$ cat config.mk
export PLATFORM = sky130hd
export DESIGN_NAME = mem_access_stage_flat
export DESIGN_NICKNAME = d
export VERILOG_FILES = /design/src/rtl/mem_access_stage_if.sv /design/src/rtl/mem_access_stage.sv /design/src/flat_wrapper.sv
export SDC_FILE = /design/constraint.sdc
export NUM_CORES = 1
export LEC_CHECK = 0
export CORE_MARGIN = 4
export CORE_UTILIZATION = 25
export DETAILED_ROUTE_END_ITERATION = 10
export GPL_ROUTABILITY_DRIVEN = 0
export PLACE_DENSITY = 0.55
export SLEW_MARGIN = 10
export SYNTH_ARGS = -nofsm -noshare
export SYNTH_HDL_FRONTEND = slang
export SYNTH_SLANG_ARGS = --single-unit
$ cat constraint.sdc
create_clock -name clock -period 2.39 [get_ports clock]
set_clock_uncertainty 0.15 [all_clocks]
set_input_delay 0.3585 -clock clock [delete_from_list [all_inputs] [get_ports clock]]
set_output_delay 0.3585 -clock clock [all_outputs]
set_load 0.05 [all_outputs]
$ cat src/rtl/mem_access_stage_if.sv
// Data-memory request/ack bus between the MEM stage (master) and data memory (slave).
// Request fields are held stable from issue until the one-cycle ack pulse.
interface mem_access_stage_if #(
  parameter int ADDR_W = 12
);
  logic              dmem_req;
  logic              dmem_we;
  logic [ADDR_W-1:0] dmem_addr;
  logic [31:0]       dmem_wdata;
  logic [31:0]       dmem_rdata;
  logic              dmem_ack;

  modport master (
    output dmem_req,
    output dmem_we,
    output dmem_addr,
    output dmem_wdata,
    input  dmem_rdata,
    input  dmem_ack
  );

  modport slave (
    input  dmem_req,
    input  dmem_we,
    input  dmem_addr,
    input  dmem_wdata,
    output dmem_rdata,
    output dmem_ack
  );
endinterface

$ cat src/rtl/mem_access_stage.sv
// MEM pipeline stage: data-memory access over req/ack; DMEM_TIMEOUT_EN adds an abort timer + sticky memErr.
// Latency: 1 cycle for non-memory ops, 1 + N cycles for loads/stores (N WAIT cycles up to and incl. ack).
// Backpressure: combinational memStall holds upstream from request issue until the ack (or abort) cycle.
module mem_access_stage #(
  parameter int ADDR_W  = 12,
  parameter int TIMEOUT = 15
) (
  input  logic               clock,
  input  logic               aclr,
  input  logic [31:0]        alu_resultIn,
  input  logic [31:0]        RData2In,
  input  logic [4:0]         RdIn,
  input  logic               memWrIn,
  input  logic               m2RegIn,
  input  logic               regWrIn,
  mem_access_stage_if.master dmem,
  output logic               memStall,
  output logic [31:0]        M_W_data,
  output logic [4:0]         RdMemOut,
  output logic               regWrMem,
  output logic               memErr
);

  typedef enum logic {S_IDLE, S_WAIT} state_t;

  state_t            state_q;
  logic              req_q;
  logic              we_q;
  logic [ADDR_W-1:0] addr_q;
  logic [31:0]       wdata_q;
  logic [31:0]       wb_data_q, wb_data_d;
  logic [4:0]        wb_rd_q, wb_rd_d;
  logic              wb_we_q, wb_we_d;

  logic              acc;
  logic              abort;
  logic              done;
  logic [31:0]       rdata_eff;
  logic              unused_timeout;

  assign acc            = memWrIn | m2RegIn;
  assign unused_timeout = (TIMEOUT > 0);

`ifdef DMEM_TIMEOUT_EN
  localparam int CNT_W = ($clog2(TIMEOUT + 1) < 4) ? 4 : $clog2(TIMEOUT + 1);

  logic [CNT_W-1:0] cnt_q;
  logic             err_q;

  // Counter holds the number of ack-less WAIT cycles already elapsed.
  assign abort = (state_q == S_WAIT) && !dmem.dmem_ack &&
                 (cnt_q == CNT_W'(TIMEOUT - 1));

  always_ff @(posedge clock or negedge aclr) begin
    if (!aclr) begin
      cnt_q <= '0;
      err_q <= 1'b0;
    end else begin
      if (state_q == S_IDLE) begin
        cnt_q <= '0;
      end else if (!dmem.dmem_ack) begin
        cnt_q <= cnt_q + 1'b1;
      end
      if (abort) begin
        err_q <= 1'b1;
      end
    end
  end

  assign memErr = err_q;
`else
  assign abort  = 1'b0;
  assign memErr = 1'b0;
`endif

  assign done      = (state_q == S_WAIT) && (dmem.dmem_ack || abort);
  assign rdata_eff = dmem.dmem_ack ? dmem.dmem_rdata : 32'h0;
  assign memStall  = (state_q == S_IDLE) ? acc : !done;

  // A store with m2RegIn also set is treated as a plain store.
  always_comb begin
    wb_data_d = alu_resultIn;
    wb_rd_d   = RdIn;
    wb_we_d   = 1'b0;
    if (state_q == S_IDLE) begin
      if (!acc) begin
        wb_we_d = regWrIn;
      end
    end else if (done) begin
      wb_we_d = regWrIn & ~memWrIn;
      if (m2RegIn && !memWrIn) begin
        wb_data_d = rdata_eff;
      end
    end
  end

  always_ff @(posedge clock or negedge aclr) begin
    if (!aclr) begin
      state_q   <= S_IDLE;
      req_q     <= 1'b0;
      we_q      <= 1'b0;
      addr_q    <= '0;
      wdata_q   <= '0;
      wb_data_q <= '0;
      wb_rd_q   <= '0;
      wb_we_q   <= 1'b0;
    end else begin
      wb_data_q <= wb_data_d;
      wb_rd_q   <= wb_rd_d;
      wb_we_q   <= wb_we_d;
      if (state_q == S_IDLE) begin
        if (acc) begin
          req_q   <= 1'b1;
          we_q    <= memWrIn;
          addr_q  <= alu_resultIn[ADDR_W-1:0];
          wdata_q <= RData2In;
          state_q <= S_WAIT;
        end
      end else if (done) begin
        req_q   <= 1'b0;
        state_q <= S_IDLE;
      end
    end
  end

  assign dmem.dmem_req   = req_q;
  assign dmem.dmem_we    = we_q;
  assign dmem.dmem_addr  = addr_q;
  assign dmem.dmem_wdata = wdata_q;
  assign M_W_data        = wb_data_q;
  assign RdMemOut        = wb_rd_q;
  assign regWrMem        = wb_we_q;

endmodule
$ cat src/flat_wrapper.sv
// flat-port wrapper written by rule: the top's interface ports become plain ports
module mem_access_stage_flat 
#(
  parameter int ADDR_W  = 12,
  parameter int TIMEOUT = 15
)
  (clock, aclr, alu_resultIn, RData2In, RdIn, memWrIn, m2RegIn, regWrIn, memStall, M_W_data, RdMemOut, regWrMem, memErr, dmem_dmem_req, dmem_dmem_we, dmem_dmem_addr, dmem_dmem_wdata, dmem_dmem_rdata, dmem_dmem_ack);
  mem_access_stage_if #(.ADDR_W(ADDR_W)) dmem_i ();
  input  logic clock;
  input  logic aclr;
  input  logic [31:0] alu_resultIn;
  input  logic [31:0] RData2In;
  input  logic [4:0] RdIn;
  input  logic memWrIn;
  input  logic m2RegIn;
  input  logic regWrIn;
  output logic memStall;
  output logic [31:0] M_W_data;
  output logic [4:0] RdMemOut;
  output logic regWrMem;
  output logic memErr;
  output wire logic [$bits(dmem_i.dmem_req)-1:0] dmem_dmem_req;
  output wire logic [$bits(dmem_i.dmem_we)-1:0] dmem_dmem_we;
  output wire logic [$bits(dmem_i.dmem_addr)-1:0] dmem_dmem_addr;
  output wire logic [$bits(dmem_i.dmem_wdata)-1:0] dmem_dmem_wdata;
  input wire logic [$bits(dmem_i.dmem_rdata)-1:0] dmem_dmem_rdata;
  input wire logic [$bits(dmem_i.dmem_ack)-1:0] dmem_dmem_ack;
  assign dmem_dmem_req = dmem_i.dmem_req;
  assign dmem_dmem_we = dmem_i.dmem_we;
  assign dmem_dmem_addr = dmem_i.dmem_addr;
  assign dmem_dmem_wdata = dmem_i.dmem_wdata;
  assign dmem_i.dmem_rdata = dmem_dmem_rdata;
  assign dmem_i.dmem_ack = dmem_dmem_ack;
  mem_access_stage #(.ADDR_W(ADDR_W), .TIMEOUT(TIMEOUT)) u_core (.clock(clock), .aclr(aclr), .alu_resultIn(alu_resultIn), .RData2In(RData2In), .RdIn(RdIn), .memWrIn(memWrIn), .m2RegIn(m2RegIn), .regWrIn(regWrIn), .dmem(dmem_i), .memStall(memStall), .M_W_data(M_W_data), .RdMemOut(RdMemOut), .regWrMem(regWrMem), .memErr(memErr));
endmodule
==> impl_metrics.xml <==
<?xml version="1.0" encoding="UTF-8"?>
<metrics>
  <group name="sta">
    <metric name="timing.max_slew.rel_slack" unit="%">61.0</metric>
    <metric name="setup_repair_after_global_routing_missed_its_margin" unit="">no</metric>
    <metric name="maxClockFrequency" unit="MHz">484</metric>
    <metric name="tightestPinTransition" unit="ns">0.585</metric>
    <metric name="final.period_utilization" unit="%">86.4</metric>
    <metric name="finalCriticalPeriod" unit="ns">2.07</metric>
    <metric name="setup-violations-final" unit="">0</metric>
    <metric name="final.setup.tns" unit="ns">0</metric>
    <metric name="finalHoldViolCount" unit="">0</metric>
    <metric name="slew_violations" unit="">0</metric>
  </group>
  <group name="routing">
    <metric name="first_pass_iters" unit="">3</metric>
    <metric name="met2_length" unit="mm">3.95</metric>
    <metric name="via_count" unit="">2235</metric>
    <metric name="ant_nets" unit="">0</metric>
    <metric name="top_signal_layer_used" unit="">met4</metric>
    <metric name="drt_wl_total" unit="mm">8.65</metric>
    <metric name="drc_errors" unit="">0</metric>
    <metric name="drt-initial-drc-count" unit="">93</metric>
    <metric name="route.detailed.wl_per_inst" unit="um">15.5</metric>
    <metric name="wl_met3" unit="mm">1.20</metric>
    <metric name="avgViaCountPerCell" unit="">4.00</metric>
    <metric name="met1_length" unit="mm">3.34</metric>
  </group>
  <group name="global_routing">
    <metric name="vias_in_the_first_global_route" unit="">2456</metric>
    <metric name="maximum_number_of_pins_on_one_net_before_global_route_repair" unit="">45</metric>
    <metric name="grt.overflow.total" unit="">0</metric>
    <metric name="antenna_violations_before_repair" unit="">0</metric>
    <metric name="grt_first_pass_wirelength" unit="mm">13.1</metric>
    <metric name="grt.total_usage" unit="%">11.6</metric>
  </group>
  <group name="critical_path">
    <metric name="critPathMaxFanout" unit="">5</metric>
    <metric name="cp_data_required_time" unit="ns">1.88</metric>
    <metric name="timing_worst_setup_path_type" unit="">in -&gt; out</metric>
    <metric name="critPathCaptureType" unit="">output port</metric>
    <metric name="critPathLaunchType" unit="">input port</metric>
    <metric name="cp.arrival" unit="ns">1.56</metric>
  </group>
  <group name="cts">
    <metric name="ctsRootBufferMaster" unit="">sky130_fd_sc_hd__clkbuf_16</metric>
    <metric name="gates_resized_cts_repair" unit="">0</metric>
    <metric name="clock_insertion_delay_worst_skew" unit="ns">0.33</metric>
    <metric name="cts-buffers-inserted" unit="">9</metric>
    <metric name="cts_max_path_buffers" unit="">2</metric>
    <metric name="cts_tree" unit="">built</metric>
    <metric name="clkTransAtPathRegs" unit="ns">0.06</metric>
    <metric name="cts.sinks" unit="">85</metric>
    <metric name="ctsHtreeMaxLevel" unit="">3</metric>
  </group>
  <group name="min_path">
    <metric name="hold_path.class" unit="">in -&gt; reg</metric>
  </group>
  <group name="power">
    <metric name="power_density" unit="nW/um^2">885</metric>
    <metric name="clkPwrFrac" unit="%">30.7</metric>
    <metric name="pwr-share-comb" unit="%">35.0</metric>
    <metric name="irDropWorstVdd" unit="V">0.000335</metric>
    <metric name="seq_power_share" unit="%">34.3</metric>
    <metric name="cellInternalPower" unit="uW">3400</metric>
    <metric name="p_leak" unit="uW">0.00247</metric>
    <metric name="power.net_switching" unit="uW">1690</metric>
    <metric name="power_switching_share" unit="%">33.3</metric>
  </group>
  <group name="yosys">
    <metric name="synth.net_count" unit="">291</metric>
    <metric name="cells_after_synthesis" unit="">184</metric>
    <metric name="synth-simple-area-share" unit="%">1.86</metric>
    <metric name="synth-compound-area-share" unit="%">1.06</metric>
    <metric name="netlist_area" unit="sq um">3290</metric>
    <metric name="yosys_register_bits" unit="">85</metric>
    <metric name="synthMuxAreaShare" unit="%">29.4</metric>
    <metric name="synthAdderAreaFrac" unit="%">0</metric>
    <metric name="synthesis.area_per_instance" unit="sq um">17.9</metric>
    <metric name="yosysWarnings" unit="">0</metric>
    <metric name="main_combinational_cell_family_by_area_after_synthesis" unit="">multiplexers</metric>
    <metric name="synth_xor_area_share" unit="%">0</metric>
    <metric name="synth.lib_cells_used.distinct" unit="">16</metric>
    <metric name="synth_seq_area_share" unit="%">64.6</metric>
  </group>
  <group name="placed_design">
    <metric name="place_hpwl" unit="mm">6.64</metric>
    <metric name="dpl.cell_count" unit="">543</metric>
    <metric name="io_buffers" unit="">191</metric>
  </group>
  <group name="status">
    <metric name="status" unit="">finished clean</metric>
  </group>
  <group name="final_layout">
    <metric name="drive_gt1_share" unit="%">25.6</metric>
    <metric name="final_core_utilization" unit="%">45.0</metric>
    <metric name="finish.net_count" unit="">490</metric>
    <metric name="flow.area_growth_from_synthesis" unit="%">74.6</metric>
    <metric name="antennaDiodeCount" unit="">0</metric>
    <metric name="fin_cells" unit="">559</metric>
  </group>
  <group name="floorplanning">
    <metric name="rows" unit="">41</metric>
    <metric name="die_w" unit="um">123</metric>
    <metric name="io-pin-count" unit="">193</metric>
    <metric name="core_region_area" unit="sq um">12800</metric>
    <metric name="die_h" unit="um">123</metric>
    <metric name="floorplan.initialDensity" unit="%">25.8</metric>
    <metric name="die_area" unit="sq um">15100</metric>
  </group>
  <group name="job">
    <metric name="maxCapViolations" unit="">0</metric>
  </group>
</metrics>
[final timing paths]
path / startpoint / end / slack (ns) / cells past startpoint
min in group asynchronous: aclr / u_core.M_W_data[10] / 0.42 / 2
max in group asynchronous: aclr / u_core.dmem.dmem_wdata[11] / 1.05 / 3
hold / removal: RdIn[2] / u_core.RdMemOut[2] / 0.32 / 1
hold reg to reg: u_core.dmem.dmem_wdata[16] / u_core.dmem.dmem_wdata[16] / 0.35 / 1
setup reg to reg: u_core.state_q / u_core.dmem.dmem_addr[8] / 0.78 / 3
setup / recovery: m2RegIn / memStall / 0.32 / 4
[what timing repair did]
action                                  CTS  global route
endpoints found under the setup margin    0             0
hold buffers                              1             0
endpoints found under the hold margin    43             0
setup buffers                             0             0
[layout by cell type (no fill, tap or decap), types with 2 or more instances in the layout]
cell type                           n
sky130_fd_sc_hd__a21oi_1            2
sky130_fd_sc_hd__buf_12             4
sky130_fd_sc_hd__buf_4              3
sky130_fd_sc_hd__bufinv_16          3
sky130_fd_sc_hd__clkbuf_16          9
sky130_fd_sc_hd__clkdlybuf4s50_1  189
sky130_fd_sc_hd__clkinv_2           2
sky130_fd_sc_hd__dfrtp_1           85
sky130_fd_sc_hd__inv_1              2
sky130_fd_sc_hd__mux2_2            46
sky130_fd_sc_hd__mux2_4            30
sky130_fd_sc_hd__nor2b_1            2
sky130_fd_sc_hd__nor3_1             2
[state kept, by name (all words and copies together), names as in the netlist]
register / cells
u_core.M_W_data: 32
u_core.RdMemOut: 5
u_core.dmem.dmem_addr: 12
u_core.dmem.dmem_req: 1
u_core.dmem.dmem_wdata: 32
u_core.dmem.dmem_we: 1
u_core.regWrMem: 1
u_core.state_q: 1
[metal layers]
metal / vias to the layer above / GRT usage (%)
met5: - / 0
met3: 12 / 6.45
met1: 1057 / 12.7
li1: 1038 / -
met2: 128 / 18.5
met4: 0 / 5.25
[cells by family after synthesis]
group | after synthesis
buffers and inverters | 11
other | 1
DFF | 85
muxes | 76
AOI/OAI and AO/OA | 4
and+or+nand+nor | 7
[final cells by class]
type / count / area, sq um
sequential: 85 / 2130
inverter: 2 / 7.51
timing repair buffer: 197 / 2000
fill: 1148 / 7020
tap: 172 / 215
clock inverter: 5 / 100
clock buffer: 10 / 229
multi-input combinational: 88 / 1070
[power by group through the flow]
stage / Combinational, uW / Sequential (uW) / Clock [uW]
CTS: 1810 / 1750 / 1630
finish: 1780 / 1750 / 1560
global route: 1860 / 1780 / 1680
detailed placement: 1800 / 1780 / 0
floorplan: 305 / 2540 / 0
global placement: 1790 / 1770 / 0
[Yosys cell counts]
cell	count	area, sq um
sky130_fd_sc_hd__inv_1	2	7.51
sky130_fd_sc_hd__o22ai_1	1	6.26
sky130_fd_sc_hd__nor4b_1	1	8.76
sky130_fd_sc_hd__mux2_2	46	518
sky130_fd_sc_hd__buf_6	7	78.8
sky130_fd_sc_hd__buf_4	1	7.51
sky130_fd_sc_hd__nand2b_1	1	6.26
sky130_fd_sc_hd__mux2_4	30	450
sky130_fd_sc_hd__nor3_1	2	10.0
sky130_fd_sc_hd__nor2b_1	2	12.5
sky130_fd_sc_hd__o21bai_4	1	18.8
sky130_fd_sc_hd__conb_1	1	3.75
sky130_fd_sc_hd__dfrtp_1	85	2130
sky130_fd_sc_hd__a21oi_1	2	10.0
sky130_fd_sc_hd__nand4b_4	1	23.8
sky130_fd_sc_hd__buf_2	1	5.00
[through the flow]
stage	power [uW]	cell area (sq um)	hold slack, ns	setup slack, ns
finish	5090	5750	0.318	0.324
CTS	5180	5750	0.295	0.295
global route	5310	5750	0.294	0.254
floorplan	2840	3290	-0.0871	0.552
detailed placement	3580	5410	0.260	0.294
global placement	3560	5410	0.258	0.311
[worst max-delay path, cell delays in order]
cell and delay [ns]:
sky130_fd_sc_hd__clkdlybuf4s50_1 0.64, sky130_fd_sc_hd__nor3_1 0.09, sky130_fd_sc_hd__a21oi_1 0.28, sky130_fd_sc_hd__buf_12 0.18
No activity file was read; power rests on OpenSTA's default activity.
